<file path="src/rtl/depp_regbank_if.sv">
// depp_regbank_if
//   Memory-side bus between the DEPP controller (master) and the register
//   bank (slave).
//   depp_mem_we     write strobe, held high for a whole host data-write cycle
//   depp_mem_adr    register address
//   depp_mem_idata  write data, stable while depp_mem_we is high
//   depp_mem_odata  registered read data for depp_mem_adr
interface depp_regbank_if;
   logic       depp_mem_we;
   logic [7:0] depp_mem_adr;
   logic [7:0] depp_mem_idata;
   logic [7:0] depp_mem_odata;

   modport master (
      output depp_mem_we,
      output depp_mem_adr,
      output depp_mem_idata,
      input  depp_mem_odata
   );

   modport slave (
      input  depp_mem_we,
      input  depp_mem_adr,
      input  depp_mem_idata,
      output depp_mem_odata
   );
endinterface

</file>
<file path="src/rtl/depp_regbank.sv">
// depp_regbank
//   Register bank behind the DEPP controller. Provides a control byte, eight
//   scratch bytes, a host-to-fabric byte FIFO and a fabric-to-host mailbox.
//   clk         system clock, rising edge
//   rst         asynchronous active-low reset
//   bus         DEPP memory-side bus (slave side)
//   ctrl_out    CTRL register contents
//   fifo_dout   FIFO head (show-ahead), valid while fifo_valid
//   fifo_valid  FIFO not empty
//   fifo_ready  fabric pop request
//   mbox_din    fabric-to-host byte
//   mbox_valid  single-cycle capture strobe for mbox_din
//   irq         registered mbox_full | fifo_overflow
module depp_regbank #(
   parameter int unsigned FIFO_AW = 4
) (
   input  logic               clk,
   input  logic               rst,
   depp_regbank_if.slave      bus,
   output logic [7:0]         ctrl_out,
   output logic [7:0]         fifo_dout,
   output logic               fifo_valid,
   input  logic               fifo_ready,
   input  logic [7:0]         mbox_din,
   input  logic               mbox_valid,
   output logic               irq
);

   localparam int unsigned DEPTH = 1 << FIFO_AW;
   localparam logic [FIFO_AW-1:0] PTR_ONE = {{(FIFO_AW-1){1'b0}}, 1'b1};
   localparam logic [FIFO_AW:0]   CNT_ONE = {{FIFO_AW{1'b0}}, 1'b1};

   logic               we_q;
   logic [7:0]         ctrl_q;
   logic [7:0]         scratch_q [8];
   logic [7:0]         mbox_q;
   logic               mbox_full_q;
   logic               mbox_ovr_q;
   logic               fifo_ovf_q;
   logic [FIFO_AW-1:0] wr_ptr_q, wr_ptr_d;
   logic [FIFO_AW-1:0] rd_ptr_q, rd_ptr_d;
   logic [FIFO_AW:0]   cnt_q, cnt_d;
   logic [7:0]         mem_q [DEPTH];
   logic [7:0]         odata_q, odata_d;
   logic               irq_q;

   logic wr_stb;
   logic fifo_full, fifo_empty;
   logic push_req, push_do, pop, flush;
   logic ovf_set, ovf_clr, mbox_clr;

   // One host write keeps we high for several clocks; act only on its rising edge.
   assign wr_stb     = bus.depp_mem_we & ~we_q;

   // Count never exceeds DEPTH, so its MSB alone marks full.
   assign fifo_full  = cnt_q[FIFO_AW];
   assign fifo_empty = (cnt_q == '0);

   assign push_req = wr_stb && (bus.depp_mem_adr == 8'h03);
   assign pop      = ~fifo_empty & fifo_ready;
   assign flush    = wr_stb && (bus.depp_mem_adr == 8'h04) && bus.depp_mem_idata[0];
   assign ovf_clr  = wr_stb && (bus.depp_mem_adr == 8'h04) && bus.depp_mem_idata[1];
   assign mbox_clr = wr_stb && (bus.depp_mem_adr == 8'h04) && bus.depp_mem_idata[2];

   // A simultaneous pop frees the slot, so a push into a full FIFO still lands.
   assign push_do  = push_req & (~fifo_full | pop);
   assign ovf_set  = push_req & fifo_full & ~pop;

   always_comb begin
      wr_ptr_d = wr_ptr_q;
      rd_ptr_d = rd_ptr_q;
      cnt_d    = cnt_q;
      if (flush) begin
         wr_ptr_d = '0;
         rd_ptr_d = '0;
         cnt_d    = '0;
      end else begin
         if (push_do) wr_ptr_d = wr_ptr_q + PTR_ONE;
         if (pop)     rd_ptr_d = rd_ptr_q + PTR_ONE;
         if (push_do && !pop)      cnt_d = cnt_q + CNT_ONE;
         else if (pop && !push_do) cnt_d = cnt_q - CNT_ONE;
      end
   end

   always_comb begin
      odata_d = '0;
      case (bus.depp_mem_adr)
         8'h00: odata_d = ctrl_q;
         8'h01: odata_d = {3'b000, mbox_ovr_q, mbox_full_q, fifo_ovf_q, fifo_full, fifo_empty};
         8'h02: odata_d = 8'(cnt_q);
         8'h05: odata_d = mbox_q;
         default: begin
            if (bus.depp_mem_adr[7:3] == 5'b00001)
               odata_d = scratch_q[bus.depp_mem_adr[2:0]];
         end
      endcase
   end

   always_ff @(posedge clk or negedge rst) begin
      if (!rst) begin
         we_q        <= 1'b0;
         ctrl_q      <= '0;
         for (int unsigned i = 0; i < 8; i++) scratch_q[i] <= '0;
         mbox_q      <= '0;
         mbox_full_q <= 1'b0;
         mbox_ovr_q  <= 1'b0;
         fifo_ovf_q  <= 1'b0;
         wr_ptr_q    <= '0;
         rd_ptr_q    <= '0;
         cnt_q       <= '0;
         odata_q     <= '0;
         irq_q       <= 1'b0;
      end else begin
         we_q     <= bus.depp_mem_we;
         wr_ptr_q <= wr_ptr_d;
         rd_ptr_q <= rd_ptr_d;
         cnt_q    <= cnt_d;
         odata_q  <= odata_d;
         irq_q    <= mbox_full_q | fifo_ovf_q;

         if (wr_stb && bus.depp_mem_adr == 8'h00)
            ctrl_q <= bus.depp_mem_idata;
         if (wr_stb && bus.depp_mem_adr[7:3] == 5'b00001)
            scratch_q[bus.depp_mem_adr[2:0]] <= bus.depp_mem_idata;

         if (ovf_set)      fifo_ovf_q <= 1'b1;
         else if (ovf_clr) fifo_ovf_q <= 1'b0;

         // Capture beats a same-cycle clear: data and full come from the new
         // byte, while overrun is cleared rather than set.
         if (mbox_valid) begin
            mbox_q      <= mbox_din;
            mbox_full_q <= 1'b1;
            mbox_ovr_q  <= mbox_clr ? 1'b0 : (mbox_ovr_q | mbox_full_q);
         end else if (mbox_clr) begin
            mbox_full_q <= 1'b0;
            mbox_ovr_q  <= 1'b0;
         end
      end
   end

   // FIFO storage is intentionally not reset.
   always_ff @(posedge clk) begin
      if (push_do) mem_q[wr_ptr_q] <= bus.depp_mem_idata;
   end

   assign fifo_dout          = mem_q[rd_ptr_q];
   assign fifo_valid         = ~fifo_empty;
   assign ctrl_out           = ctrl_q;
   assign irq                = irq_q;
   assign bus.depp_mem_odata = odata_q;

endmodule
</file>
<file path="src/flat_wrapper.sv">
// flat-port wrapper written by rule: the top's interface ports become plain ports
module depp_regbank_flat 
#(
   parameter int unsigned FIFO_AW = 4
)
  (clk, rst, ctrl_out, fifo_dout, fifo_valid, fifo_ready, mbox_din, mbox_valid, irq, bus_depp_mem_we, bus_depp_mem_adr, bus_depp_mem_idata, bus_depp_mem_odata);
  depp_regbank_if bus_i ();
  input  logic clk;
  input  logic rst;
  output logic [7:0] ctrl_out;
  output logic [7:0] fifo_dout;
  output logic fifo_valid;
  input  logic fifo_ready;
  input  logic [7:0] mbox_din;
  input  logic mbox_valid;
  output logic irq;
  input wire logic [$bits(bus_i.depp_mem_we)-1:0] bus_depp_mem_we;
  input wire logic [$bits(bus_i.depp_mem_adr)-1:0] bus_depp_mem_adr;
  input wire logic [$bits(bus_i.depp_mem_idata)-1:0] bus_depp_mem_idata;
  output wire logic [$bits(bus_i.depp_mem_odata)-1:0] bus_depp_mem_odata;
  assign bus_i.depp_mem_we = bus_depp_mem_we;
  assign bus_i.depp_mem_adr = bus_depp_mem_adr;
  assign bus_i.depp_mem_idata = bus_depp_mem_idata;
  assign bus_depp_mem_odata = bus_i.depp_mem_odata;
  depp_regbank #(.FIFO_AW(FIFO_AW)) u_core (.clk(clk), .rst(rst), .bus(bus_i), .ctrl_out(ctrl_out), .fifo_dout(fifo_dout), .fifo_valid(fifo_valid), .fifo_ready(fifo_ready), .mbox_din(mbox_din), .mbox_valid(mbox_valid), .irq(irq));
endmodule
</file>
<file path="config.mk">
export PLATFORM = sky130hd
export DESIGN_NAME = depp_regbank_flat
export DESIGN_NICKNAME = d
export VERILOG_FILES = /design/src/rtl/depp_regbank_if.sv /design/src/rtl/depp_regbank.sv /design/src/flat_wrapper.sv
export SDC_FILE = /design/constraint.sdc
export NUM_CORES = 1
export LEC_CHECK = 0
export CAP_MARGIN = 20
export CELL_PAD_IN_SITES_DETAIL_PLACEMENT = 1
export CELL_PAD_IN_SITES_GLOBAL_PLACEMENT = 2
export CORE_ASPECT_RATIO = 1.25
export CORE_MARGIN = 1
export CORE_UTILIZATION = 40
export DETAILED_ROUTE_END_ITERATION = 10
export PLACE_DENSITY_LB_ADDON = 0.1
export SETUP_SLACK_MARGIN = 0.3
export SLEW_MARGIN = 20
export SYNTH_ARGS = -nofsm -noshare
export SYNTH_HDL_FRONTEND = slang
export SYNTH_SLANG_ARGS = --single-unit
</file>
<file path="constraint.sdc">
create_clock -name clk -period 2.7 [get_ports clk]
set_input_delay 0.405 -clock clk [delete_from_list [all_inputs] [get_ports clk]]
set_output_delay 0.405 -clock clk [all_outputs]
set_load 0.05 [all_outputs]
</file>
==> flow_metrics.env, run 1 <==
export IMPL_whs_ps=433
export IMPL_grt_antenna_before_repair=0
export IMPL_synthAdderAreaFrac=0.0145
export IMPL_cap_viol_max_count=0
export IMPL_synth_compound_area_frac=0.0554
export IMPL_syn_inst=617
export IMPL_htree_levels=1
export IMPL_crit_required_ps=2300
export IMPL_rsz0062_at_grt="true"
export IMPL_fmax_ghz=0.375
export IMPL_slew_viol_final=0
export IMPL_rows=64
export IMPL_insertion_delay_ps=520
export IMPL_static_leakage_power_nw=5.16
export IMPL_ys_warn_count=0
export IMPL_start_kind="flip-flop"
export IMPL_avgSynthCellArea_um2=16.3
export IMPL_powerDensity_nw_per_um2=851
export IMPL_yosysSeqAreaShare=0.648
export IMPL_synthArstFlopShare=0.453
export IMPL_diodes=0
export IMPL_grt_pass1_vias=6809
export IMPL_worstMarginPinSlew_ps=925
export IMPL_cts_inserted_buffers=24
export IMPL_final_seq_area_um2=6500
export IMPL_path_class="reg -> out"
export IMPL_fp_dieW_um=144
export IMPL_hold_viol_final=0
export IMPL_route_detailed_drc=0
export IMPL_area_growth_pct=28.8
export IMPL_num_fill_cells=2324
export IMPL_yosys_top_cells_count="128 x edfxtp_1, 106 x dfrtp_1, 80 x mux2_2"
export IMPL_die_y_um=179
export IMPL_path_clk_slew_ps=60
export IMPL_drt_pre_antenna_iters=6
export IMPL_grt_use_total=0.217
export IMPL_syn_cell_area_um2=10000
export IMPL_netlist_area_leader_share=0.383
export IMPL_grt_first_pass_wirelength_mm=40.7
export IMPL_wirelength_mm=26.4
export IMPL_ys_types=53
export IMPL_ys_flop_type="edfxtp_1"
export IMPL_multi_input_area_um2=3620
export IMPL_critPathArrivalTime_ps=2260
export IMPL_place_congestion=0.797
export IMPL_syn_nets=657
export IMPL_synthMuxAreaShare=0.210
export IMPL_relSlewSlack=0.382
export IMPL_synth_top_family_by_area="multiplexers"
export IMPL_synth_top_area_cell="edfxtp_1"
export IMPL_nets=803
export IMPL_cts_tree="built"
export IMPL_dieArea_um2=25700
export IMPL_antenna_left=0
export IMPL_synth_edff_count=128
export IMPL_synth_most_common_cell="edfxtp_1"
export IMPL_pre_cts_ws_ps=-438
export IMPL_worst_slack_ps=33.7
export IMPL_cts_root_buf="clkbuf_16"
export IMPL_dpl_hpwl_mm=17.3
export IMPL_clock_sinks=234
export IMPL_crit_fanout=8
export IMPL_synth_xor_area_frac=0.00437
export IMPL_min_period_over_period=0.988
export IMPL_clk_path_buf_depth=3
export IMPL_setup_viol=0
export IMPL_final_setup_tns_ps=0
export IMPL_cp_end_kind="output port"
export IMPL_synth_seq_cells=234
export IMPL_finalNonFillerCells=1109
export IMPL_synth_simple_area_share=0.0537
export IMPL_drtIter0Drc=273
export IMPL_start_util=0.408
export IMPL_fin_crit_ps=2670
export IMPL_dp_cells=1050
export IMPL_final_layout_size_suffix_gt1_frac=0.389
export IMPL_wire_per_inst_um=23.8
export IMPL_grt_overflow=0
export IMPL_hold_path_class="in -> async"
export IMPL_finClkSkew_ps=14.9
export IMPL_grt_max_degree=44
export IMPL_synthTopCellsByArea="edfxtp_1 38%, dfrtp_1 26%, mux2_2 9.0%, mux4_2 7.2%, mux2i_1 4.8%"
export IMPL_pin_count=55
export IMPL_postLayoutCoreUtil=0.525
export IMPL_outcome="finished, final reports clean"
export IMPL_peakVddDrop_uv=448
export IMPL_coreArea_um2=24600
export IMPL_io_buffers=54
export IMPL_via_per_inst=5.43
export IMPL_vias=6019
[registers in the layout (all words and copies together) (netlist names)]
register and flops:
u_core.mem_q 128, u_core.scratch_q 64, u_core.bus.depp_mem_odata 8, u_core.ctrl_out 8, u_core.mbox_q 8, u_core.cnt_q 5, u_core.rd_ptr_q 4, u_core.wr_ptr_q 4
u_core.fifo_ovf_q 1, u_core.irq 1, u_core.mbox_full_q 1, u_core.mbox_ovr_q 1, u_core.we_q 1
[worst paths after layout]
kind | start | to | slack, ps | depth (start not counted)
max in group asynchronous | rst | u_core.ctrl_out[1] | 1460 | 3
min in group clk | u_core.scratch_q[8] | u_core.scratch_q[8] | 500 | 1
worst min-delay path | rst | u_core.scratch_q[43] | 430 | 2
worst max-delay path | u_core.rd_ptr_q[0] | fifo_dout[3] | 30 | 7
worst max register to register | u_core.cnt_q[4] | u_core.cnt_q[2] | 60 | 12
worst min register to register | u_core.scratch_q[8] | u_core.scratch_q[8] | 500 | 1
[final cells by class]
cell class                      count  share of cell area
Clock inverter                      8             0.00378
Multi-Input combinational cell    345               0.280
Clock buffer                       34              0.0541
Inverter                            5             0.00213
Timing Repair Buffer              153               0.125
Sequential cell                   234               0.503
Tap cell                          330              0.0320
[cells in the final DEF, fill, tap and decap left out, drive strengths merged, types with 3 or more instances in the layout]
cell type      netlist  final
mux2i               48     48
o22ai                7      7
inv                  4      4
and4                 5      5
a2bb2oi              8      8
a21o                 3      3
nand4                4      4
mux2                80     80
xor2                 3      3
buf                  9    107
dfrtp              106    106
a21oi                7      7
and2                15     15
o21ai               13     13
nand2               18     18
clkbuf              24     36
clkinv               1      5
edfxtp             128    128
mux4                32     32
clkdlybuf4s50        0     42
clkinvlp             0      4
nor2                17     17
nor3                 4      4
nand3                6      6
nor2b                5      5
a221oi              16     16
a22oi               12     12
ha                  10     10
or4                  3      3
[power by group]
part           leakage [nW]  internal (mW)  switching (mW)
Combinational          2.24           1.75            2.05
Clock                 0.358           1.80            1.38
Sequential             2.57           3.89           0.127
Total                  5.16           7.44            3.55
[cells by family after synthesis]
group	Yosys count
buffers and inverters	38
multiplexers	160
flip-flops	234
adder cells (fa/ha/maj)	11
AO/OA/AOI/OAI	77
AND/OR/NAND/NOR	92
XOR/XNOR	5
[through the flow]
stage / power, mW / cell area [µm²]
final: 11.0 / 12900
after global routing: 11.5 / 12900
after CTS: 10.8 / 12700
after detailed placement: 7.22 / 11700
after global placement: 7.15 / 11700
after floorplan: 5.93 / 10100
[critical path: stages, from the launching register on]
cell	delay [ps]
dfrtp_4	570
buf_6	170
mux2i_1	110
a221oi_1	290
buf_4	210
o21ai_0	140
nand2_2	120
buf_12	140
[metal layers]
metal / wire [µm] / global-route usage / up-vias
met2: 14300 / 0.402 / 93
met3: 554 / 0.0224 / 38
met1: 10800 / 0.262 / 3168
met5: 0 / 0 / -
met4: 744 / 0.0727 / 0
li1: - / - / 2720
[what timing repair did]
| item | 4_1_cts | 5_1_grt |
|---|---|---|
| cloned | 0 | 2 |
| hold buffers | 1 | 0 |
| setup buffers | 8 | 6 |
| endpoints found under the hold margin | 40 | 0 |
| pin swaps | 13 | 34 |
| gates resized for setup | 38 | 21 |
| setup endpoints to repair | 12 | 13 |
(Power assumes the default switching activity.)
==> run 2, diff against run 1 <==
--- a/config.mk
+++ b/config.mk
@@ -10,8 +10,10 @@
 export CELL_PAD_IN_SITES_GLOBAL_PLACEMENT = 2
 export CORE_ASPECT_RATIO = 1.25
 export CORE_MARGIN = 1
-export CORE_UTILIZATION = 40
+export CORE_UTILIZATION = 42
+export CTS_BUF_LIST = sky130_fd_sc_hd__clkbuf_8
 export DETAILED_ROUTE_END_ITERATION = 10
+export GPL_ROUTABILITY_DRIVEN = 0
 export PLACE_DENSITY_LB_ADDON = 0.1
 export SETUP_SLACK_MARGIN = 0.3
 export SLEW_MARGIN = 20
==> run 2 against run 1 <==
Sequential share of layout area is 0.29 points lower. Count of clock-buffer cells in the layout is 11 higher. Worst hold slack worse by 20 ps. Die area is 4.7% lower. Critical endpoint unchanged.
==> flow_metrics.env, run 2 (synthesis results as in run 1) <==
export IMPL_outcome="finished, final reports clean"
export IMPL_critPathMaxStageDelay_ps=470
export IMPL_fp_dieW_um=140
export IMPL_drtIter0Drc=188
export IMPL_static_leakage_power_nw=5.28
export IMPL_hold_path_class="in -> async"
export IMPL_coreArea_um2=23200
export IMPL_die_y_um=175
export IMPL_cp_common_cell="buf_6"
export IMPL_finClkSkew_ps=13.9
export IMPL_cts_tree="built"
export IMPL_htree_levels=2
export IMPL_min_period_over_period=0.989
export IMPL_hold_viol_final=0
export IMPL_top_layer_used="met4"
export IMPL_vias=6126
export IMPL_rsz0062_at_grt="true"
export IMPL_wirelength_mm=26.9
export IMPL_critPathArrivalTime_ps=2270
export IMPL_rows=62
export IMPL_dpl_hpwl_mm=17.7
export IMPL_grt_pass1_vias=6895
export IMPL_start_util=0.432
export IMPL_nets=824
export IMPL_grt_overflow=0
export IMPL_wl_met2_mm=14.8
export IMPL_area_growth_pct=29.5
export IMPL_cap_viol_max_count=0
export IMPL_regMostFlops="u_core.mem_q"
export IMPL_start_kind="flip-flop"
export IMPL_peakVddDrop_uv=409
export IMPL_cts_root_buf="clkbuf_8"
export IMPL_final_common_cell="edfxtp_1"
export IMPL_p_comb_frac=0.366
export IMPL_cp_slowest_cell="dfrtp_2"
export IMPL_route_detailed_drc=0
export IMPL_pin_count=55
export IMPL_diodes=0
export IMPL_critical_path_buf_inv_count=4
export IMPL_postLayoutCoreUtil=0.560
export IMPL_wl_met3_um=853
export IMPL_top_regs="u_core.mem_q x128, u_core.scratch_q x64"
export IMPL_final_layout_size_suffix_gt1_frac=0.408
export IMPL_via_per_inst=5.57
export IMPL_cp_depth=8
export IMPL_fin_crit_ps=2670
export IMPL_clk_path_buf_depth=3
export IMPL_drt_met1_wl_mm=10.5
export IMPL_setup_viol=0
export IMPL_drt_pre_antenna_iters=4
export IMPL_clock_sinks=234
export IMPL_p_switching_mw=3.64
export IMPL_clkPwrFrac=0.272
export IMPL_worstMarginPinSlew_ps=782
export IMPL_path_cells="buf_6 > buf_12 > mux2i_2 > a221oi_2 > buf_4 > a22oi_2 > nand2_1 > buf_6"
export IMPL_path_class="reg -> out"
export IMPL_switching_share=0.330
export IMPL_grt_first_pass_wirelength_mm=41.3
export IMPL_cts_inserted_buffers=38
export IMPL_relSlewSlack=0.477
export IMPL_path_clk_slew_ps=60
export IMPL_wire_per_inst_um=24.5
export IMPL_ff2ff_path_depth=9
export IMPL_io_buffers=54
export IMPL_grt_max_degree=47
export IMPL_largest_reg_flops=128
export IMPL_cp_end_kind="output port"
export IMPL_crit_fanout=8
export IMPL_whs_ps=413
export IMPL_cpLargestDelayFamily="buffers and inverters"
export IMPL_insertion_delay_ps=540
export IMPL_fmax_ghz=0.374
export IMPL_slew_viol_final=0
export IMPL_dieArea_um2=24500
export IMPL_grt_antenna_before_repair=0
export IMPL_final_cell_mix="128 x edfxtp_1, 105 x dfrtp_1, 80 x mux2_2"
export IMPL_powerDensity_nw_per_um2=850
export IMPL_pwr_share_seq=0.362
export IMPL_internal_power_mw=7.40
export IMPL_grt_use_total=0.230
export IMPL_antenna_left=0
export IMPL_crit_required_ps=2300
[run 2: changes by cell type in the layout (fill, tap and decap cells not counted), moves of 3 or more]
cell,change
o21ai_2,+5
buf_16,+4
inv_1,+14
clkbuf_16,-27
clkbuf_1,-5
clkbuf_8,+41
mux2i_1,-4
o21ai_0,-5
mux2i_2,+3
buf_4,+7
clkinvlp_4,-3
[run 2: metal layers]
| metal | track usage | vias up |
|---|---|---|
| met1 | 0.260 | 3193 |
| li1 | - | 2762 |
| met5 | 0 | - |
| met2 | 0.433 | 118 |
| met4 | 0.0847 | 0 |
| met3 | 0.0351 | 53 |
[run 2: power by group through the flow]
stage	sequential, mW	clock, mW	combinational (mW)
6_report	4.00	3.00	4.04
4_1_cts	3.99	3.10	3.87
3_3_place_gp	4.05	0	3.09
3_5_place_dp	4.06	0	3.17
2_1_floorplan	4.04	0	1.90
5_1_grt	4.01	3.23	4.26
[run 2: layout make-up]
| class | count | area (µm²) |
|---|---|---|
| clock inverters | 22 | 123 |
| fillers | 2182 | 10200 |
| flip-flops and latches | 234 | 6500 |
| well taps | 288 | 360 |
| repair buffers | 160 | 1700 |
| multi-input cells | 345 | 3670 |
| inverters | 5 | 23.8 |
| clock buffers | 45 | 619 |
[run 2: timing repair]
action / CTS / global route
endpoints found under the hold margin: 43 / 0
pin swaps: 24 / 25
gates cloned: 4 / 0
endpoints found under the setup margin: 12 / 13
setup buffers: 9 / 4
hold buffers: 1 / 0
gates resized for setup: 48 / 22
[run 2: path summary, 6_finish.rpt]
kind / to / start / slack, ps
max: fifo_dout[3] / u_core.rd_ptr_q[0] / 30
min: u_core.scratch_q[12] / rst / 410
max reg2reg: u_core.cnt_q[4] / u_core.cnt_q[3] / 110
min reg2reg: u_core.scratch_q[33] / u_core.scratch_q[33] / 500
max in group asynchronous: u_core.bus.depp_mem_odata[6] / rst / 1600
min in group clk: u_core.mbox_q[2] / mbox_din[2] / 490
[run 2: stage by stage]
stage	instances	setup TNS, ps	setup slack, ps	area, µm²	power [mW]
2_1_floorplan	617	0	30.4	10100	5.93
3_3_place_gp	1014	-744	-315	11700	7.15
3_5_place_dp	1014	-3780	-419	11700	7.23
4_1_cts	1095	0	12.4	12900	11.0
5_1_grt	1099	-164	-74.6	13000	11.5
6_report	1099	0	28.9	13000	11.0
==> run 3, diff against run 2 <==
--- a/config.mk
+++ b/config.mk
@@ -5,13 +5,13 @@
 export SDC_FILE = /design/constraint.sdc
 export NUM_CORES = 1
 export LEC_CHECK = 0
-export CAP_MARGIN = 20
 export CELL_PAD_IN_SITES_DETAIL_PLACEMENT = 1
 export CELL_PAD_IN_SITES_GLOBAL_PLACEMENT = 2
 export CORE_ASPECT_RATIO = 1.25
 export CORE_MARGIN = 1
-export CORE_UTILIZATION = 42
+export CORE_UTILIZATION = 46
 export CTS_BUF_LIST = sky130_fd_sc_hd__clkbuf_8
+export CTS_CLUSTER_DIAMETER = 50
 export DETAILED_ROUTE_END_ITERATION = 10
 export GPL_ROUTABILITY_DRIVEN = 0
 export PLACE_DENSITY_LB_ADDON = 0.1
==> constraint.sdc (replaced) <==
create_clock -name clk -period 2.72 [get_ports clk]
set_input_delay 0.408 -clock clk [delete_from_list [all_inputs] [get_ports clk]]
set_output_delay 0.408 -clock clk [all_outputs]
set_load 0.05 [all_outputs]
==> run 3 against run 2 <==
The flow now finishes with violations (negative setup slack). Die area is 8.6% lower. Flip-flop and latch count stayed put. Count of clock-buffer cells in the layout unchanged. Combinational power decreased by 5.7%.
==> flow_metrics.env, run 3 (synthesis results as in run 1) <==
export IMPL_dpl_hpwl_mm=17.2
export IMPL_setup_viol=1
export IMPL_cts_tree="built"
export IMPL_hold_viol_final=0
export IMPL_dp_cells=994
export IMPL_dieArea_um2=22400
export IMPL_top_regs="u_core.mem_q x128, u_core.scratch_q x64"
export IMPL_wirelength_mm=26.4
export IMPL_clk_path_buf_depth=3
export IMPL_r2r_start="u_core.cnt_q[4]"
export IMPL_fmax_ghz=0.365
export IMPL_nets=817
export IMPL_clock_sinks=234
export IMPL_crit_required_ps=2310
export IMPL_htree_levels=2
export IMPL_rsz0062_at_grt="true"
export IMPL_start_kind="flip-flop"
export IMPL_antenna_left=0
export IMPL_outcome="complete, but fails checks"
export IMPL_pin_count=55
export IMPL_grt_max_degree=59
export IMPL_cts_inserted_buffers=38
export IMPL_ff2ff_path_depth=9
export IMPL_static_leakage_power_nw=5.26
export IMPL_path_class="reg -> out"
export IMPL_critical_path_buf_inv_count=3
export IMPL_final_setup_tns_ps=-20.7
export IMPL_rrSetupSlack_ps=160
export IMPL_worstMarginPinSlew_ps=940
export IMPL_cpLargestDelayFamily="compound AO/OA/AOI/OAI gates"
export IMPL_regMostFlops="u_core.mem_q"
export IMPL_diodes=0
export IMPL_start_util=0.467
export IMPL_peakVddDrop_uv=817
export IMPL_grt_overflow=0
export IMPL_largest_reg_flops=128
export IMPL_grt_first_pass_wirelength_mm=39.5
export IMPL_crit_fanout=6
export IMPL_hold_path_class="in -> async"
export IMPL_coreArea_um2=21500
export IMPL_cap_viol_max_count=0
export IMPL_worst_slack_ps=-20.7
export IMPL_die_y_um=167
export IMPL_wire_per_inst_um=24.4
export IMPL_grt_use_total=0.238
export IMPL_path_clk_slew_ps=60
export IMPL_cp_slowest_cell="dfrtp_4"
export IMPL_io_buffers=54
export IMPL_relSlewSlack=0.371
export IMPL_worst_r2r_endpoint="u_core.cnt_q[4]"
export IMPL_path_cells="buf_6 > clkbuf_16 > mux2i_1 > a221oi_2 > o21ai_0 > nand2_1 > buf_4"
export IMPL_cts_root_buf="clkbuf_8"
export IMPL_cp_end_kind="output port"
export IMPL_critPathArrivalTime_ps=2330
export IMPL_vias=6153
export IMPL_grt_antenna_before_repair=0
export IMPL_drt_pre_antenna_iters=4
export IMPL_via_per_inst=5.68
export IMPL_critPathMaxStageDelay_ps=510
export IMPL_final_layout_size_suffix_gt1_frac=0.404
export IMPL_grt_pass1_vias=6871
export IMPL_whs_ps=456
export IMPL_route_detailed_drc=0
export IMPL_num_fill_cells=2000
export IMPL_fp_dieW_um=134
export IMPL_finClkSkew_ps=28.4
export IMPL_rows=60
export IMPL_min_period_over_period=1.01
export IMPL_finalNonFillerCells=1084
export IMPL_powerDensity_nw_per_um2=842
export IMPL_violations="negative setup slack"
export IMPL_insertion_delay_ps=530
export IMPL_area_growth_pct=28.3
export IMPL_fin_crit_ps=2740
export IMPL_slew_viol_final=0
export IMPL_final_cell_mix="128 x edfxtp_1, 103 x dfrtp_1, 80 x mux2_2"
export IMPL_drtIter0Drc=256
export IMPL_final_common_cell="edfxtp_1"
[run 3: cell type report]
type / count / area [µm²] / share of cell area
flip-flops and latches: 234 / 6500 / 0.506
multi-input cells: 345 / 3630 / 0.282
repair buffers: 153 / 1600 / 0.125
clock buffers: 45 / 619 / 0.0482
well taps: 279 / 349 / 0.0271
clock inverters: 23 / 136 / 0.0106
inverters: 5 / 25.0 / 0.00195
[run 3: per-layer routing]
layer,up-vias,wire length [µm],GRT usage
li1,2748,-,-
met2,123,14400,0.436
met1,3231,10200,0.275
met3,51,721,0.0314
met4,0,1010,0.106
met5,-,0,0
[run 3: power breakdown]
| part | internal, mW | total, mW | switching (mW) |
|---|---|---|---|
| sequential | 3.87 | 4.04 | 0.169 |
| clock | 1.61 | 2.99 | 1.38 |
| combinational | 1.76 | 3.81 | 2.04 |
[run 3: per-stage QoR]
stage                     cell area [µm²]  setup slack, ps   util  power (mW)
after global placement              11600             -311  0.540        7.05
after CTS                           12600             23.4  0.586        10.5
after floorplan                     10100             47.4      -        5.89
after global routing                12900             -126  0.599        11.2
final                               12900            -20.7  0.599        10.8
after detailed placement            11600             -395  0.540        7.16
[run 3: what timing repair did]
action	4_1_cts	5_1_grt
hold buffers	1	0
pin swaps	8	22
cloned	0	4
hold endpoints to repair	48	0
resized for setup	32	29
setup endpoints to repair	12	13
buffers inserted	8	9
[run 3: worst max path at each step]
stage | from | end | slack, ps | depth (start not counted)
final | u_core.rd_ptr_q[0] | fifo_dout[2] | -20 | 7
after global routing | u_core.rd_ptr_q[0] | fifo_dout[2] | -130 | 7
after CTS | u_core.rd_ptr_q[0] | fifo_dout[2] | 20 | 5
after detailed placement | bus_depp_mem_adr[5] | u_core.cnt_q[3] | -390 | 12
after global placement | bus_depp_mem_adr[5] | u_core.cnt_q[4] | -310 | 11
after floorplan | bus_depp_mem_adr[5] | u_core.cnt_q[4] | 50 | 10
[run 3: worst reg2reg max path: stages (launching register included)]
cell and delay, ps:
dfrtp_1 390, or4_4 570, o21ai_4 180, ha_4 180, inv_6 50, fa_2 370, a21o_1 190, a21oi_2 140
mux2i_1 220, mux2i_1 190
